$ cat src/rtl/wb_sram_arbiter.sv
// Two-master, one-slave Wishbone arbiter with round-robin selection at cycle boundaries.
// The registered grant steers purely combinational muxes, so a granted master sees no added latency.
`timescale 1ns/1ps
module wb_sram_arbiter #(
   parameter int WIDTH = 8,
   parameter int SBITS = 12,
   parameter int DELAY = 3
) (
   input  logic             clk_i,
   input  logic             rst_i,
   input  logic             m0_cyc_i,
   input  logic             m0_stb_i,
   input  logic             m0_we_i,
   input  logic             m0_bst_i,
   output logic             m0_ack_o,
   input  logic [SBITS-1:0] m0_adr_i,
   input  logic [WIDTH-1:0] m0_dat_i,
   output logic [WIDTH-1:0] m0_dat_o,
   input  logic             m1_cyc_i,
   input  logic             m1_stb_i,
   input  logic             m1_we_i,
   input  logic             m1_bst_i,
   output logic             m1_ack_o,
   input  logic [SBITS-1:0] m1_adr_i,
   input  logic [WIDTH-1:0] m1_dat_i,
   output logic [WIDTH-1:0] m1_dat_o,
   output logic             s_cyc_o,
   output logic             s_stb_o,
   output logic             s_we_o,
   output logic             s_bst_o,
   input  logic             s_ack_i,
   output logic [SBITS-1:0] s_adr_o,
   output logic [WIDTH-1:0] s_dat_o,
   input  logic [WIDTH-1:0] s_dat_i,
   output logic [1:0]       gnt_o
);

   typedef enum logic [1:0] {
      IDLE = 2'd0,
      GNT0 = 2'd1,
      GNT1 = 2'd2
   } state_t;

   state_t r_state;
   state_t w_state_nxt;
   state_t w_arb;
   logic   r_last;
   logic   w_last_nxt;

   // Registered state updates are zero-delay here; the parameter only has to be non-negative.
   if (DELAY < 0) begin : g_delay_range
   end

   always_ff @(posedge clk_i or posedge rst_i) begin
      if (rst_i) begin
         r_state <= IDLE;
         r_last  <= 1'b1;
      end else begin
         r_state <= w_state_nxt;
         r_last  <= w_last_nxt;
      end
   end

   // Contention goes to whichever master was not granted most recently.
   always_comb begin
      w_arb = IDLE;
      if (m0_cyc_i && m1_cyc_i) begin
         w_arb = r_last ? GNT0 : GNT1;
      end else if (m0_cyc_i) begin
         w_arb = GNT0;
      end else if (m1_cyc_i) begin
         w_arb = GNT1;
      end
   end

   always_comb begin
      w_state_nxt = r_state;
      w_last_nxt  = r_last;
      case (r_state)
         IDLE:    w_state_nxt = w_arb;
         GNT0:    if (!m0_cyc_i) w_state_nxt = w_arb;
         GNT1:    if (!m1_cyc_i) w_state_nxt = w_arb;
         default: w_state_nxt = IDLE;
      endcase
      if (w_state_nxt == GNT0) begin
         w_last_nxt = 1'b0;
      end else if (w_state_nxt == GNT1) begin
         w_last_nxt = 1'b1;
      end
   end

   // Address/data default to master 0 so they stay stable while idle.
   always_comb begin
      s_cyc_o  = 1'b0;
      s_stb_o  = 1'b0;
      s_we_o   = 1'b0;
      s_bst_o  = 1'b0;
      s_adr_o  = m0_adr_i;
      s_dat_o  = m0_dat_i;
      m0_ack_o = 1'b0;
      m1_ack_o = 1'b0;
      case (r_state)
         GNT0: begin
            s_cyc_o  = m0_cyc_i;
            s_stb_o  = m0_stb_i;
            s_we_o   = m0_we_i;
            s_bst_o  = m0_bst_i;
            m0_ack_o = s_ack_i;
         end
         GNT1: begin
            s_cyc_o  = m1_cyc_i;
            s_stb_o  = m1_stb_i;
            s_we_o   = m1_we_i;
            s_bst_o  = m1_bst_i;
            s_adr_o  = m1_adr_i;
            s_dat_o  = m1_dat_i;
            m1_ack_o = s_ack_i;
         end
         default: begin
         end
      endcase
   end

   assign m0_dat_o = s_dat_i;
   assign m1_dat_o = s_dat_i;
   assign gnt_o    = {r_state == GNT1, r_state == GNT0};

endmodule

$ cat config.mk
export PLATFORM = sky130hd
export DESIGN_NAME = wb_sram_arbiter
export DESIGN_NICKNAME = d
export VERILOG_FILES = /design/src/rtl/wb_sram_arbiter.sv
export SDC_FILE = /design/constraint.sdc
export NUM_CORES = 1
export LEC_CHECK = 0
export ABC_CLOCK_PERIOD_IN_PS = 1870
export CORE_AREA = 4 4 59 61
export CTS_BUF_LIST = sky130_fd_sc_hd__clkbuf_8
export CTS_CLUSTER_DIAMETER = 80
export CTS_CLUSTER_SIZE = 40
export DETAILED_ROUTE_END_ITERATION = 8
export DIE_AREA = 0 0 63 65
export PLACE_DENSITY = 0.8
export SLEW_MARGIN = 20
export SYNTH_ARGS = -nofsm -noshare
export SYNTH_HDL_FRONTEND = slang
export SYNTH_SLANG_ARGS = --single-unit
$ cat constraint.sdc
create_clock -name clk_i -period 1.87 [get_ports clk_i]
set_input_delay 0.374 -clock clk_i [delete_from_list [all_inputs] [get_ports clk_i]]
set_output_delay 0.374 -clock clk_i [all_outputs]
set_load 0.01 [all_outputs]
==> results of run 1 <==
==> worst max-delay path, delay by kind of cell (launching register included) <==
family	cells	cell delay, ns
adders and majority gates	1	0.17
buffers and inverters	4	0.45
muxes	1	0.33
DFF	1	0.38
==> registers in the layout, indices dropped and copies added (netlist names) <==
name     cells
r_last       1
r_state      2
==> per-layer routing <==
| layer | global-route usage (%) | up-vias |
|---|---|---|
| met5 | 0 | - |
| met4 | 3.581 | 0 |
| met3 | 6.239 | 2 |
| met2 | 29.38 | 53 |
| met1 | 12.59 | 383 |
| li1 | - | 406 |
==> through the flow <==
step	cell area (sq um)	TNS (ns)	hold slack, ns	std cells	utilization, %
4_1_cts	1474	-1.324	0.3247	179	49.50
5_1_grt	1672	-0.9411	0.3375	190	56.13
6_report	1672	-0.1832	0.3242	190	56.13
3_5_place_dp	1428	-4.058	0.4866	174	47.94
2_1_floorplan	666.9	0	0.1269	73	-
3_3_place_gp	1428	-3.287	0.4682	174	47.94
==> worst paths after layout <==
| path | start | to | cells past startpoint |
|---|---|---|---|
| hold / removal | rst_i | r_state[0] | 2 |
| hold reg to reg | r_last | r_last | 2 |
| setup / recovery | r_state[0] | s_adr_o[5] | 6 |
| max in group asynchronous | rst_i | r_last | 2 |
| min in group clk_i | r_last | r_last | 2 |
| setup reg to reg | r_state[1] | r_last | 8 |
==> kinds of logic after synthesis <==
logic type	count (synthesis)	share of synthesized area (%)
AOI/OAI and AO/OA	11	11.45
DFF	3	11.45
adders and majority gates	5	9.381
buffers and inverters	23	23.45
muxes	21	35.27
and+or+nand+nor	10	9.007
==> report_power, final <==
group,leakage [nW],internal [mW],switching (mW)
clock,0.0269,0.140,0.0413
sequential,0.0351,0.0983,0.0236
combinational,0.723,0.903,0.525
==> placed cells by master (no fill, tap or decap), drive strengths merged <==
| cell | synthesis | routed |
|---|---|---|
| a21o | 1 | 1 |
| a21oi | 2 | 2 |
| a22o | 1 | 1 |
| a22oi | 3 | 3 |
| and2 | 4 | 4 |
| buf | 19 | 39 |
| clkbuf | 0 | 10 |
| clkdlybuf4s50 | 0 | 50 |
| dfrtp | 2 | 2 |
| dfstp | 1 | 1 |
| dlygate4sd2 | 0 | 2 |
| dlymetal6s2s | 0 | 1 |
| ha | 5 | 5 |
| inv | 4 | 5 |
| mux2 | 20 | 20 |
| mux2i | 1 | 1 |
| nand2 | 2 | 2 |
| nand2b | 1 | 1 |
| nor2b | 3 | 3 |
| o21ai | 2 | 2 |
| o21ba | 1 | 1 |
| o21bai | 1 | 1 |
==> layout make-up <==
type,count,share of cell area [%]
Clock buffer,3,2.470
Clock inverter,1,0.2246
Inverter,4,0.8982
Multi-Input combinational cell,47,31.06
Sequential cell,3,4.641
Tap cell,33,2.470
Timing Repair Buffer,99,58.23
==> timing repair <==
action	4_1_cts	5_1_grt
resized for setup	83	58
buffers inserted	1	10
pin swaps	2	8
hold endpoints to repair	0	0
endpoints found under the setup margin	29	24
gates cloned	0	1
==> summary.md, run 1 <==
| Metric | Value |
|---|---|
| IO Port Bufs | `78` |
| Fmax | `0.5219 GHz` |
| Share of the synthesized area in the top cell type | `33.77%` |
| DRT Wirelength | `3233 microns` |
| GP Congestion | `0.7631` |
| CTS Buf Count | `3` |
| Failing checks | `setup timing` |
| Leakage power | `0.7854 nW` |
| Register area | `77.57 sq um` |
| Syn-to-layout area delta | `150.7%` |
| Count leader, synth | `mux2_2` |
| Initial antenna violation count | `0` |
| I/O Pins | `103` |
| Core area | `2978 sq um` |
| Worst-Margin Slew | `0.2154 ns` |
| Starting DRT DRC Count | `14` |
| Clock Sinks | `3` |
| Tmin final | `1.916 ns` |
| Final Hold Vio Count | `0` |
| Crit path capture type | `output pin` |
| Max Fanout on Critical Path | `5` |
| Largest net degree at the start of global routing | `17` |
| Post-synthesis async set-or-reset flop share | `100.0%` |
| Relative slew slack | `85.64%` |
| Routed via count | `844` |
| Routed wl met2 | `1825 microns` |
| Final worst slack | `-0.04611 ns` |
| Total track usage | `14.39%` |
| Drt pass-1 iters | `2` |
| Final nets | `222` |
| Fillers | `262` |
| PwrDens | `1035 nW/um^2` |
| WS Path Type | `reg -> out` |
| Max cap viols | `0` |
| Clock latency on the worst-skew pair | `0.21 ns` |
| #FFs+latches synth | `3` |
| Mapped Avg Cell Area | `9.135 sq um` |
| DRC Markers | `0` |
| Sequential area share after synthesis | `11.44%` |
| ANT cells | `0` |
| # rows | `20` |
| H-Tree Depth | `1` |
| First-pass GRT wire length | `4609 microns` |
| Reg2Reg Setup Slack | `-0.03 ns` |
| Top routing layer in use | `met4` |
| HP Class | `in -> async` |
| WL/cell | `17.02 microns` |
| Ys flop type | `dfrtp_1` |
| Setup Skew | `0.002364 ns` |
| Met1 wire length | `1056 microns` |
| Worst-path cell chain | `inv_2 -> ha_4 -> buf_8 -> buf_12 -> mux2_2 -> clkbuf_2` |
| Synthesized area | `666.9 sq um` |
| Vias per inst | `4.442` |
| DRT antenna net count | `0` |
| YS warnings | `0` |
| # setup viols final | `8` |
| Largest cells by area after synthesis | `mux2_2 (34%), buf_4 (18%), ha_1 (9.4%)` |
| Hold Buf Count CTS | `0` |
| Clock Path Buffers | `2` |
| Total power | `1.730 mW` |
| Area of the multi-input gates | `519.2 sq um` |
| DIE WIDTH | `63 microns` |
| Starting density of the core | `22.39%` |
| Height of the die | `65 microns` |
| Netlist cell types | `21` |
| Syn nets | `137` |
| CTS tree | `yes` |
| EDFF count, synth | `0` |
| Startpoint type of the worst setup path | `flop` |
| Metal3 WL | `328 microns` |
| Yosys top cell by area | `mux2_2` |
| Peak supply drop | `0.0005207 V` |
| Post-detail-place hpwl | `2482 microns` |
| Cell count after synthesis | `73` |
| CTS root buffer | `clkbuf_8` |
| Slowest cell on the critical path | `dfrtp_1` |
| Die Area | `4095 sq um` |
| Commonest cells post-synth | `mux2_2 (20), buf_4 (16), ha_1 (5)` |
| Status | `finished with violations` |
| CP arrival | `1.54 ns` |
| Ratio of cells with drive above 1 in the final layout | `50.32%` |
| Vias in the first global route | `894` |
| Tcrit/Tclk final | `102.5%` |
| Worst-path clk slew | `0.03 ns` |
| Gr ovfl total | `0` |
| RSZ-0062 raised after global routing | `yes` |
| Required @ worst endpoint | `1.50 ns` |
| Dpl ws | `-0.2142 ns` |
| Crit path largest cell delay | `0.38 ns` |
| Slew Viols, Final | `0` |
No activity file was read; power rests on OpenSTA's default activity.
==> run 2: changes to the inputs <==
- SLEW_MARGIN: 20 -> 40
==> results of run 2 <==
The final DEF is identical to that of run 1; final timing and power are the same.
